`src/rtl/fir_pkg.sv`:
```
// Sample types and Q1.15 limits shared by the FIR stage and its downstream blocks.
package fir_pkg;

    localparam int unsigned SAMPLE_W = 16;

    typedef logic signed [SAMPLE_W-1:0] sample_t;

    localparam sample_t Q15_MAX = sample_t'(16'sh7FFF);
    localparam sample_t Q15_MIN = sample_t'(16'sh8000);

endpackage

```
`src/rtl/sample_decim_fifo_sync_fifo.sv`:
```
// Synchronous first-word fall-through FIFO with a registered head and a level counter;
// a push into a full FIFO is accepted when a pop happens in the same cycle.
module sync_fifo #(
    parameter int unsigned WIDTH = 16,
    parameter int unsigned DEPTH = 8,
    parameter int unsigned LVL_W = $clog2(DEPTH) + 1
) (
    input  logic             clk,
    input  logic             rst,
    input  logic             push_i,
    input  logic             pop_i,
    input  logic [WIDTH-1:0] din_i,
    output logic [WIDTH-1:0] dout_o,
    output logic             full_o,
    output logic             empty_o,
    output logic [LVL_W-1:0] level_o
);

    localparam int unsigned PTR_W = $clog2(DEPTH);

    logic [WIDTH-1:0] mem_q [DEPTH];
    logic [PTR_W-1:0] wr_ptr_q, wr_ptr_d;
    logic [PTR_W-1:0] rd_ptr_q, rd_ptr_d;
    logic [LVL_W-1:0] level_q, level_d;
    logic [WIDTH-1:0] head_q, head_d;
    logic             do_push, do_pop;

    assign empty_o = (level_q == '0);
    assign full_o  = (level_q == LVL_W'(DEPTH));
    assign do_pop  = pop_i && !empty_o;
    assign do_push = push_i && (!full_o || do_pop);

    // The head register is loaded from the slot that will be at the front after this
    // edge; a word being written into that same slot is forwarded straight from din_i.
    always_comb begin
        wr_ptr_d = wr_ptr_q + PTR_W'(do_push);
        rd_ptr_d = rd_ptr_q + PTR_W'(do_pop);
        level_d  = level_q;
        if (do_push && !do_pop) begin
            level_d = level_q + LVL_W'(1);
        end else if (!do_push && do_pop) begin
            level_d = level_q - LVL_W'(1);
        end
        head_d = head_q;
        if (level_d != '0) begin
            head_d = (do_push && (wr_ptr_q == rd_ptr_d)) ? din_i : mem_q[rd_ptr_d];
        end
    end

    always_ff @(posedge clk) begin
        if (rst) begin
            wr_ptr_q <= '0;
            rd_ptr_q <= '0;
            level_q  <= '0;
            head_q   <= '0;
        end else begin
            wr_ptr_q <= wr_ptr_d;
            rd_ptr_q <= rd_ptr_d;
            level_q  <= level_d;
            head_q   <= head_d;
        end
    end

    always_ff @(posedge clk) begin
        if (do_push) begin
            mem_q[wr_ptr_q] <= din_i;
        end
    end

    assign dout_o  = head_q;
    assign level_o = level_q;

endmodule

```
`src/rtl/sample_decim_fifo.sv`:
```
// Decimates the FIR output stream by DECIM and buffers kept samples for a valid/ready consumer.
// Define DECIM_AVG_EN to push the rounded mean of each DECIM-sample window instead of its first sample.
module sample_decim_fifo
    import fir_pkg::*;
#(
    parameter int unsigned DECIM = 4,
    parameter int unsigned DEPTH = 8,
    parameter int unsigned LVL_W = $clog2(DEPTH) + 1
) (
    input  logic                       clk,
    input  logic                       rst,
    input  logic signed [SAMPLE_W-1:0] sample_in,
    input  logic                       valid_in,
    output logic signed [SAMPLE_W-1:0] sample_out,
    output logic                       valid_out,
    input  logic                       ready_out,
    output logic [LVL_W-1:0]           level,
    output logic                       overflow
);

    localparam int unsigned PH_W = (DECIM > 1) ? $clog2(DECIM) : 1;
    localparam logic [PH_W-1:0] PH_LAST = PH_W'(DECIM - 1);

    logic [PH_W-1:0] phase_q, phase_d;
    logic            overflow_q, overflow_d;
    logic            push;
    sample_t         push_data;
    logic            fifo_full, fifo_empty;
    logic            pop;
    logic [SAMPLE_W-1:0] fifo_dout;

    always_comb begin
        phase_d = phase_q;
        if (valid_in) begin
            phase_d = (phase_q == PH_LAST) ? '0 : phase_q + PH_W'(1);
        end
    end

`ifdef DECIM_AVG_EN
    localparam int unsigned K     = $clog2(DECIM);
    localparam int unsigned ACC_W = SAMPLE_W + K;
    localparam int unsigned SUM_W = ACC_W + 1;
    localparam logic signed [SUM_W-1:0] RND = SUM_W'((1 << K) >> 1);

    logic signed [ACC_W-1:0] acc_q, acc_d;
    logic signed [SUM_W-1:0] sum;

    // Taking bits [K+SAMPLE_W-1:K] of the rounded sum is the arithmetic shift by K.
    always_comb begin
        sum       = SUM_W'(acc_q) + SUM_W'(sample_in) + RND;
        push      = valid_in && (phase_q == PH_LAST);
        push_data = sum[K +: SAMPLE_W];
        acc_d     = acc_q;
        if (valid_in) begin
            acc_d = (phase_q == PH_LAST) ? '0 : acc_q + ACC_W'(sample_in);
        end
    end

    always_ff @(posedge clk) begin
        if (rst) begin
            acc_q <= '0;
        end else begin
            acc_q <= acc_d;
        end
    end
`else
    always_comb begin
        push      = valid_in && (phase_q == '0);
        push_data = sample_in;
    end
`endif

    assign pop        = valid_out && ready_out;
    assign overflow_d = overflow_q | (push && fifo_full && !pop);

    always_ff @(posedge clk) begin
        if (rst) begin
            phase_q    <= '0;
            overflow_q <= 1'b0;
        end else begin
            phase_q    <= phase_d;
            overflow_q <= overflow_d;
        end
    end

    sync_fifo #(
        .WIDTH (SAMPLE_W),
        .DEPTH (DEPTH),
        .LVL_W (LVL_W)
    ) u_fifo (
        .clk     (clk),
        .rst     (rst),
        .push_i  (push),
        .pop_i   (pop),
        .din_i   (push_data),
        .dout_o  (fifo_dout),
        .full_o  (fifo_full),
        .empty_o (fifo_empty),
        .level_o (level)
    );

    assign sample_out = $signed(fifo_dout);
    assign valid_out  = !fifo_empty;
    assign overflow   = overflow_q;

endmodule

```
`config.mk`:
```
export PLATFORM = sky130hd
export DESIGN_NAME = sample_decim_fifo
export DESIGN_NICKNAME = d
export VERILOG_FILES = /design/src/rtl/fir_pkg.sv /design/src/rtl/sample_decim_fifo_sync_fifo.sv /design/src/rtl/sample_decim_fifo.sv
export SDC_FILE = /design/constraint.sdc
export NUM_CORES = 1
export LEC_CHECK = 0
export BUFFER_PORTS_ARGS = -buffer_cell sky130_fd_sc_hd__buf_2
export CORE_ASPECT_RATIO = 0.5
export CORE_UTILIZATION = 30
export CTS_CLUSTER_DIAMETER = 30
export DETAILED_ROUTE_END_ITERATION = 7
export GPL_TIMING_DRIVEN = 1
export SYNTH_ARGS = -nofsm -noshare
export SYNTH_HDL_FRONTEND = slang
export SYNTH_SLANG_ARGS = --single-unit
```
`constraint.sdc`:
```
create_clock -name clk -period 4.7 [get_ports clk]
set_input_delay 0 -clock clk [delete_from_list [all_inputs] [get_ports clk]]
set_output_delay 0 -clock clk [all_outputs]
set_load 0.01 [all_outputs]
```
# After elaboration in Yosys (flattened, before gate mapping)
# Memory sizes are Yosys's and may differ from the RTL's. A register that Yosys moved wholly into a read port is not among the register bits.
# Cells that the tools add are included.
# classes
n_addsub,5
n_eq_ne,2
reduce_logical,17
n_bitwise,1
muxes,5
# op_table
operator,count
1-bit logical AND,8
4-bit 2-to-1 mux,2
3-bit by 1-bit adder with 3-bit output,2
1-bit zero test,5
4-bit by 1-bit adder with 4-bit output (second input constant),1
4-bit equality test (second input constant),1
4-bit zero test,1
4-bit nonzero test,1
4-bit by 1-bit subtractor with 4-bit output (second input constant),1
2-bit by 1-bit adder with 2-bit output (second input constant),1
2-bit equality test (second input constant),1
2-bit zero test,1
1-bit 2-to-1 mux,2
2-bit 2-to-1 mux,1
1-bit logical OR,1
1-bit bitwise OR,1
# word_totals
ram_bits,128
memories,1
out_inout_bits,22
reg_bits,13
# memory_table
name,words,width,rd,rd_ports_with_merged_regs,wr,line_no,rtl
u_fifo.mem_q,8,16,1,1,1,sample_decim_fifo_sync_fifo.sv:21,logic [WIDTH-1:0] mem_q [DEPTH];

# Depth between registers and ports, before layout
# Gate-level depths: netlist of run 1.
# depth
ltp_word,11
depth_mapped,13

# Hierarchy
# From an unflattened synthesis of run 1, not the netlist that was laid out.
# unflattened
cells_unflattened,391
hier_area_um2,6537.5
# by_module_without_submodules
module,cells_per_inst,area_per_inst_um2,seq_area_each_um2,instances
sync_fifo,372,6371.1,4364.2,1
sample_decim_fifo,19,166.4,60.1,1

# Worst setup path after synthesis of run 1
# OpenSTA, ideal clock, no wires.
# synth_path
kind,reg-to-reg
startpoint,reg u_fifo.level_q[1] (netlist: u_fifo.level_o[1])
endpoint,"reg u_fifo.head_q[7] (netlist: u_fifo.dout_o[7]), read port of u_fifo.mem_q"
required_ps,4628
stages_incl_launch_ff,13
arrival_time_ps,2976
setup_ps,72
path_buffers,2
setup_slack_ps,1653
synth_period_minus_slack_ps,3047
path_cell_list,dfxtp_1 > inv_1 > ha_1 > or3b_4 > and2_1 > ha_1 > ha_1 > clkbuf_8 > clkbuf_1 > mux4_2 > nand2_1 > a311o_1 > mux2i_1
# synth_between
word_cells_on_any_way,18
# synth_lines
item,line_no,rtl
start: declaration,sample_decim_fifo_sync_fifo.sv:24,"logic [LVL_W-1:0] level_q, level_d;"
start signal: assignment,sample_decim_fifo_sync_fifo.sv:59,level_q <= level_d;
4-bit zero test (*),sample_decim_fifo_sync_fifo.sv:28,assign empty_o = (level_q == '0);
1-bit zero test (*),sample_decim_fifo.sv:103,assign valid_out = !fifo_empty;
net valid_out,sample_decim_fifo.sv:15,"output logic valid_out,"
1-bit logical AND,sample_decim_fifo.sv:73,assign pop = valid_out && ready_out;
1-bit logical AND (*),sample_decim_fifo_sync_fifo.sv:30,assign do_pop = pop_i && !empty_o;
3-bit by 1-bit adder with 3-bit output (*),sample_decim_fifo_sync_fifo.sv:37,rd_ptr_d = rd_ptr_q + PTR_W'(do_pop);
net u_fifo.rd_ptr_d[1],sample_decim_fifo_sync_fifo.sv:23,"logic [PTR_W-1:0] rd_ptr_q, rd_ptr_d;"
end: declaration,sample_decim_fifo_sync_fifo.sv:25,"logic [WIDTH-1:0] head_q, head_d;"
# Mark *: on every way through the listed nets, which the timed path passes. The rest lies on a longest branch.
# A chain may end at the register's enable or synchronous reset.

# Worst setup path after layout of run 1
# layout_path
startpoint,reg u_fifo.level_q[1] (netlist: u_fifo.level_o[1])
endpoint,"reg u_fifo.head_q[9] (netlist: u_fifo.dout_o[9]), read port of u_fifo.mem_q"
# layout_between
elab_chain_len,11
word_cells_on_any_way,18
# layout_lines
item,line_no,rtl
4-bit zero test,sample_decim_fifo_sync_fifo.sv:28,
1-bit zero test,"sample_decim_fifo_sync_fifo.sv:30, sample_decim_fifo.sv:103",
1-bit logical AND,sample_decim_fifo.sv:73,
1-bit logical AND,sample_decim_fifo_sync_fifo.sv:30,
1-bit logical OR,sample_decim_fifo_sync_fifo.sv:31,assign do_push = push_i && (!full_o || do_pop);
1-bit logical AND,sample_decim_fifo_sync_fifo.sv:31,
1-bit zero test,sample_decim_fifo_sync_fifo.sv:41,end else if (!do_push && do_pop) begin
1-bit logical AND,sample_decim_fifo_sync_fifo.sv:41,
4-bit 2-to-1 mux,sample_decim_fifo_sync_fifo.sv:41,
4-bit 2-to-1 mux,sample_decim_fifo_sync_fifo.sv:39,if (do_push && !do_pop) begin
4-bit nonzero test,sample_decim_fifo_sync_fifo.sv:45,if (level_d != '0) begin
# Several ways; a longest one is shown, not always the timed one.

==> out/qor_table.md, run 1 <==
| Step | Result | Reported |
|:---|:---|:---|
| placement | Final HPWL DP | 8.13 mm |
| sta | Hold violation total from the final report | 0 |
| global routing | Pin count of the biggest net entering global routing | 46 |
| floorplanning | Initial standard-cell utilization of the core | 31.2% |
| sta | Hold WS | 141 ps |
| clock network | Total clock sinks | 157 |
| sta | Smallest setup slack after layout | 1070 ps |
| power and ir drop | Power per cell area | 571 mW/mm2 |
| detailed routing | Post-detailed-route via-to-cell ratio | 4.63 |
| detailed routing | Wire length per cell after detailed routing | 17.1 um |
| setup path | R2R Path End | u_fifo.dout_o[9] |
| sta | Worst slew margin relative to its limit | 31.5% |
| detailed routing | Number of design-rule violations left by the first detailed-router iteration | 204 |
| floorplanning | Width of the chip | 211 um |
| layout | Fraction of final layout cells with drive strength greater than 1 | 27.7% |
| clock network | Number of H-tree branching levels | 4 |
| floorplanning | Overall die height | 106 um |
| floorplanning | Number of placement rows | 37 |
| floorplanning | Die area | 0.0224 mm2 |
| status | Result of the run | finished, final reports clean |
| setup path | Max Fanout on Critical Path | 18 |
| global routing | Total overflow reported by the global router | 0 |
| run | Number of max-capacitance violations reported | 0 |
| clock network | Root buffer selected by CTS | clkbuf_16 |
| clock network | CTS tree | built |
| worst hold path | Type of the most critical hold path | input pin to flop |
| sta | Post-route minimum period | 3630 ps |
| clock network | Clock-pin slew on the worst setup and hold paths | 70 ps |
| detailed routing | Detailed-route via count | 3564 |
| placement | Worst Setup Slack post-DPL | 1060 ps |
| layout | Nets | 492 |
| setup path | Kind of critical path | flop to flop |
| placement | Cell area reported after detailed placement | 0.00706 mm2 |
| synthesis | Gate count of the mapped netlist | 393 |
| synthesis | Sequential fraction of the synthesis area | 67.6% |
| sta | Worst Max-Slew Pin Slew | 1020 ps |
| sta | Portion of the clock cycle consumed by the worst path in the final layout | 77.2% |
| setup path | Arr. time, crit path | 3980 ps |
| synthesis | Unique masters post-synth | 44 |
| sta | Skew final | 18.4 ps |
| sta | Final setup fails | 0 |
| placement | Port Buffers | 41 |
| global routing | Number of antenna violations at the first check in global routing | 0 |
| setup path | Crit path to | u_fifo.dout_o[9] |
| sta | Fin Setup TNS | 0 ps |
| clock network | Clock latency on the worst-skew pair | 430 ps |
| setup path | Launch point of the worst reg-to-reg path | u_fifo.level_o[1] |
| synthesis | EDFF count, synth | 128 |
| detailed routing | Total detailed-routing wirelength | 13.1 mm |
| synthesis | Yosys warnings | 0 |
| synthesis | Synth Net Count | 421 |
| power and ir drop | Static Leakage | 2.71 nW |
| synthesis | Synthesized area per cell | 16.7 um2 |
| setup path | Cell count of the worst reg-to-reg path | 13 |
| sta | Achievable frequency | 276 MHz |
| setup path | Kind of end point of the critical path | flop |
| layout | Summed area of non-filler cells in the final layout | 0.00783 mm2 |
| clock network | Gates resized, CTS repair | 0 |
| layout | P&R area growth vs syn | 19.6% |
| global routing | Vias in the first global route | 3570 |
| setup path | Required time of the critical path | 5050 ps |
| placement | GPL Wtd Cong | 0.742 |
| setup path | Crit start category | flop |
| synthesis | Mapped cell area | 0.00655 mm2 |
| clock network | Num CTS Buffers | 17 |
| setup path | Worst Setup SP | u_fifo.level_o[1] |
| detailed routing | DR pass1 iterations | 4 |
| sta | Number of pins exceeding their max-slew limit in the final report | 0 |
| detailed routing | DRT antenna net count | 0 |
| detailed routing | DRC | 0 |
| power and ir drop | Total power draw | 4.47 mW |
| power and ir drop | Worst vdd rail ir drop | 0.000360 V |
| layout | ANT cells | 0 |
| floorplanning | Number of ports placed on the die boundary | 42 |
| synthesis | Post-synthesis async set-or-reset flop share | 0% |
| global routing | Global Route Usage Sum | 12.4% |
| synthesis | Post-synthesis register bit count | 157 |
| clock network | Bufs on Longest Clock Path | 2 |
| setup path | R2R setup slack | 1070 ps |
| floorplanning | Area of the core region | 0.0210 mm2 |
| global routing | First-pass GRT wire length | 20.5 mm |
| synthesis | Commonest register cell after synthesis | edfxtp_1 |
| sta | Unrepaired setup endpoints after global routing | no |
==> timing repair <==
action	4_1_cts	5_1_grt
buffers inserted	0	0
endpoints found under the setup margin	0	0
hold buffers	17	0
endpoints found under the hold margin	130	0
==> cells in the final DEF, fill, tap and decap left out, drive strengths merged, types with 17 or more instances in the layout <==
| cell type | synthesis | final |
|---|---|---|
| clkbuf | 10 | 17 |
| buf | 9 | 55 |
| mux4 | 32 | 32 |
| nand2b | 18 | 18 |
| nor2 | 36 | 36 |
| dlygate4sd3 | 0 | 17 |
| mux2i | 20 | 20 |
| nand2 | 39 | 39 |
| edfxtp | 128 | 128 |
| dfxtp | 29 | 29 |
==> state kept, by name, indices dropped and copies added (netlist names) <==
register and cells:
phase_q 2, u_fifo.wr_ptr_q 3, u_fifo.mem_q 128, u_fifo.rd_ptr_q 3, u_fifo.dout_o 16, u_fifo.level_o 4
overflow 1
==> per-layer routing <==
metal | vias up | track usage [%] | wire length (um)
met5 | - | 0 | 0
met4 | 0 | 4.92 | 104
met2 | 79 | 19.3 | 6200
met1 | 1815 | 17.1 | 6190
li1 | 1661 | - | -
met3 | 9 | 2.60 | 639
==> logic make-up after synthesis <==
| group | Yosys count | share of synthesized area [%] |
|---|---|---|
| AOI/OAI and AO/OA | 31 | 4.40 |
| xor gates and xnor gates | 7 | 1.05 |
| adders and majority gates | 8 | 1.53 |
| buffers and inverters | 25 | 2.89 |
| DFF | 157 | 67.6 |
| muxes | 52 | 14.1 |
| and+or+nand+nor | 113 | 8.47 |
==> critical path, cell delays in order (launching register included) <==
cell and delay, ps:
dfxtp_1 390, inv_1 130, ha_1 250, or3b_4 430, and2_1 190, ha_2 170
ha_1 230, xor2_2 180, buf_4 210, xnor2_1 200, nand4_2 390, buf_4 360
a311o_1 280, mux2i_1 140
==> area by class of cell <==
| type | count | area (um2) |
|---|---|---|
| multi-input combinational | 211 | 1940 |
| timing repair buffer | 72 | 480 |
| clock inverter | 15 | 171 |
| inverter | 5 | 18.8 |
| clock buffer | 17 | 425 |
| sequential | 157 | 4420 |
| fill | 1914 | 13100 |
| tap | 292 | 365 |
==> power by group <==
| part | switching (mW) | internal [mW] | leakage [nW] |
|---|---|---|---|
| Sequential | 0.0613 | 1.61 | 1.40 |
| Clock | 0.604 | 0.758 | 0.288 |
| Combinational | 0.714 | 0.722 | 1.02 |
| Total | 1.38 | 3.09 | 2.71 |
==> worst min path at each step <==
stage | end | cells past startpoint | start
floorplan | u_fifo.mem_q[0][0] | 0 | sample_in[0]
global placement | u_fifo.mem_q[2][15] | 1 | sample_in[15]
detailed placement | u_fifo.mem_q[5][1] | 1 | sample_in[1]
CTS | u_fifo.level_o[0] | 5 | ready_out
global route | u_fifo.level_o[0] | 5 | ready_out
finish | u_fifo.level_o[0] | 5 | ready_out
==> cell usage after synthesis, drive strengths merged (2+ instances only) <==
library cell / instances / area share [%]
buf: 9 / 1.3
nand2b: 18 / 1.7
clkbuf: 10 / 1.2
inv: 5 / 0.29
edfxtp: 128 / 59
and2: 2 / 0.23
mux4: 32 / 11
xnor2: 6 / 0.80
a21oi: 5 / 0.38
a211oi: 2 / 0.42
ha: 8 / 1.5
a311o: 16 / 2.4
nor3: 2 / 0.15
nor2b: 4 / 0.38
nand3: 5 / 0.65
nand2: 39 / 2.3
dfxtp: 29 / 8.9
nor2: 36 / 2.1
mux2i: 20 / 3.1
o21a: 2 / 0.23
==> per-stage QoR <==
stage	instances	util, %
floorplan	393	-
global placement	720	33.7
detailed placement	720	33.7
CTS	769	37.3
global route	769	37.3
finish	769	37.3
(Power assumes the default switching activity.)
==> run 2: changes to the inputs <==
- clock period: 4.7 -> 3.2 ns (I/O delays scaled with it)
==> out/qor_table.md, run 2 (synthesis gave the netlist of run 1 again) <==
| Step | Result | Reported | Change |
|:---|:---|:---|:---|
| status | Result of the run | finished, final reports clean |  |
| detailed routing | Wire length per cell after detailed routing | 17.4 um | +1.8% |
| worst hold path | Hold Crit Depth | 5 | unchanged |
| layout | Nets | 505 | +2.6% |
| layout | Fraction of final layout cells with drive strength greater than 1 | 29.2% | +1.5 points |
| clock network | Number of H-tree branching levels | 4 | unchanged |
| power and ir drop | Worst vdd rail ir drop | 0.000331 V | -8.1% |
| sta | Number of pins exceeding their max-slew limit in the final report | 0 | unchanged |
| power and ir drop | Part of the power in the clock network | 29.2% | -1.3 points |
| global routing | Total overflow reported by the global router | 0 | unchanged |
| placement | Final HPWL DP | 8.36 mm | +2.8% |
| setup path | Required time of the critical path | 3500 ps | -1550 ps |
| clock network | Root buffer selected by CTS | clkbuf_16 |  |
| global routing | First-pass GRT wire length | 22.0 mm | +7.4% |
| global routing | Global Route Usage Sum | 13.2% | +0.78 points |
| setup path | Crit start category | flop |  |
| power and ir drop | Net switching power | 2.00 mW | +45% |
| setup path | Worst Setup SP | u_fifo.level_o[1] |  |
| layout | P&R area growth vs syn | 21.2% |  |
| layout | Most common library cell in the layout ignoring fill and taps | edfxtp_1 |  |
| setup path | Kind of critical path | flop to flop |  |
| run | Number of max-capacitance violations reported | 0 | unchanged |
| clock network | Bufs on Longest Clock Path | 2 | unchanged |
| power and ir drop | Total power draw | 6.64 mW | +48% |
| clock network | Post-CTS repair timing setup buffer count | 0 | unchanged |
| floorplanning | Area of the core region | 0.0210 mm2 | unchanged |
| placement | Port Buffers | 41 | unchanged |
| setup path | Cell count of the worst reg-to-reg path | 10 | -3 |
| clock network | Clock latency on the worst-skew pair | 420 ps | about the same |
| clock network | Gates resized, CTS repair | 0 | unchanged |
| detailed routing | Post-detailed-route via-to-cell ratio | 4.66 | +0.57% |
| detailed routing | Number of design-rule violations left by the first detailed-router iteration | 293 | +44% |
| power and ir drop | Share of total power consumed by net switching | 30.2% | -0.65 points |
| sta | Worst Max-Slew Pin Slew | 873 ps | -152 ps |
| clock network | Total clock sinks | 157 | unchanged |
| floorplanning | Initial standard-cell utilization of the core | 31.2% | unchanged |
| detailed routing | Detailed-route via count | 3645 | +2.3% |
| detailed routing | DRT antenna net count | 0 | unchanged |
| layout | Register with the highest flop count | u_fifo.mem_q |  |
| layout | Most used cells in the layout excluding fill and tap cells | edfxtp_1, buf_2, nand2_1 |  |
| layout | ANT cells | 0 | unchanged |
| sta | Unrepaired setup endpoints after global routing | no |  |
| sta | Worst slew margin relative to its limit | 41.8% | +10 points |
| clock network | Clock-pin slew on the worst setup and hold paths | 70 ps | about the same |
| setup path | Launch point of the worst reg-to-reg path | u_fifo.level_o[1] |  |
| clock network | Number of hold buffers added after CTS | 17 | unchanged |
| setup path | Arr. time, crit path | 3240 ps | -740 ps |
| global routing | Number of antenna violations at the first check in global routing | 0 | unchanged |
| sta | Achievable frequency | 340 MHz | +23% |
| power and ir drop | Power per cell area | 836 mW/mm2 | +46% |
| global routing | Pin count of the biggest net entering global routing | 46 | unchanged |
| detailed routing | DR pass1 iterations | 4 | unchanged |
| floorplanning | Number of placement rows | 37 | unchanged |
| floorplanning | Die area | 0.0224 mm2 | unchanged |
| placement | GPL Wtd Cong | 0.724 | -2.5% |
| sta | Final setup fails | 0 | unchanged |
| setup path | Kind of end point of the critical path | flop |  |
| detailed routing | DRC | 0 | unchanged |
| floorplanning | Overall die height | 106 um | unchanged |
| sta | Skew final | 12.9 ps | -5.52 ps |
| worst hold path | Beginning of the worst hold path | ready_out |  |
| sta | Portion of the clock cycle consumed by the worst path in the final layout | 92.0% | +15 points |
| setup path | Max Fanout on Critical Path | 15 | -3 |
| floorplanning | Number of ports placed on the die boundary | 42 | unchanged |
| power and ir drop | Share of power burned in combinational logic | 34.0% | +1.9 points |
| detailed routing | Total detailed-routing wirelength | 13.6 mm | +3.5% |
| setup path | R2R setup slack | 260 ps | -820 ps |
| clock network | CTS tree | built |  |
| power and ir drop | Part of the total power dissipated in sequential elements | 36.8% | -0.6 points |
| sta | Post-route minimum period | 2940 ps | -683 ps |
| floorplanning | Width of the chip | 211 um | unchanged |
| worst hold path | Worst Hold End | u_fifo.level_o[0] |  |
| sta | Fin Setup TNS | 0 ps | unchanged |
| sta | Hold violation total from the final report | 0 | unchanged |
| clock network | Num CTS Buffers | 17 | unchanged |
| power and ir drop | Internal Power | 4.63 mW | +50% |
| global routing | Vias in the first global route | 3843 | +7.6% |
| setup path | R2R Path End | u_fifo.dout_o[9] |  |
| power and ir drop | Static Leakage | 2.77 nW | +2.2% |
| layout | Flip-flop count of the largest register after layout | 128 | unchanged |
| worst hold path | Type of the most critical hold path | input pin to flop |  |
==> run 2: final cells by class <==
type / instances / area (um2)
Inverter: 5 / 18.8
Tap cell: 292 / 365
Clock inverter: 13 / 133
Clock buffer: 19 / 433
Multi-Input combinational cell: 211 / 1940
Fill cell: 1957 / 13000
Sequential cell: 157 / 4420
Timing Repair Buffer: 85 / 616
==> run 2: metrics by stage <==
stage | hold slack (ps) | std cells | cell area [um2] | utilization, % | setup slack [ps]
global route | 173 | 782 | 7930 | 37.8 | 64.5
detailed placement | 298 | 733 | 7200 | 34.3 | 210
global placement | 289 | 733 | 7200 | 34.3 | 290
floorplan | 98.9 | 393 | 6550 | - | 153
CTS | 111 | 782 | 7930 | 37.8 | 203
finish | 133 | 782 | 7930 | 37.8 | 257
==> run 2: worst max path at each step <==
stage,to
floorplan,u_fifo.dout_o[7]
global placement,u_fifo.dout_o[9]
detailed placement,u_fifo.dout_o[9]
CTS,u_fifo.dout_o[9]
global route,u_fifo.dout_o[12]
finish,u_fifo.dout_o[9]
==> run 2: layer usage <==
metal  global-route usage (%)  vias up  routed length, um
met5                        0        -                  0
met4                     4.55        0                121
met3                     2.81        7                622
met2                     20.7       80               6440
met1                     18.2     1877               6410
li1                         -     1681                  -
==> run 2: worst max-delay path: stages, from the launching register on <==
cell     delay (ps)
dfxtp_1         310
inv_1            80
ha_1            170
or3b_4          410
and2_1          190
ha_2            550
buf_12          230
mux4_2          520
nand2_1         100
a311o_1         190
mux2i_1          80
==> run 2: power groups by stage <==
stage	logic, mW	clock network (mW)	registers, mW
after CTS	2.30	1.98	2.44
after detailed placement	2.28	0	2.49
after global placement	2.25	0	2.48
final	2.26	1.94	2.44
after global routing	2.48	2.06	2.46
after floorplan	1.72	0	2.52
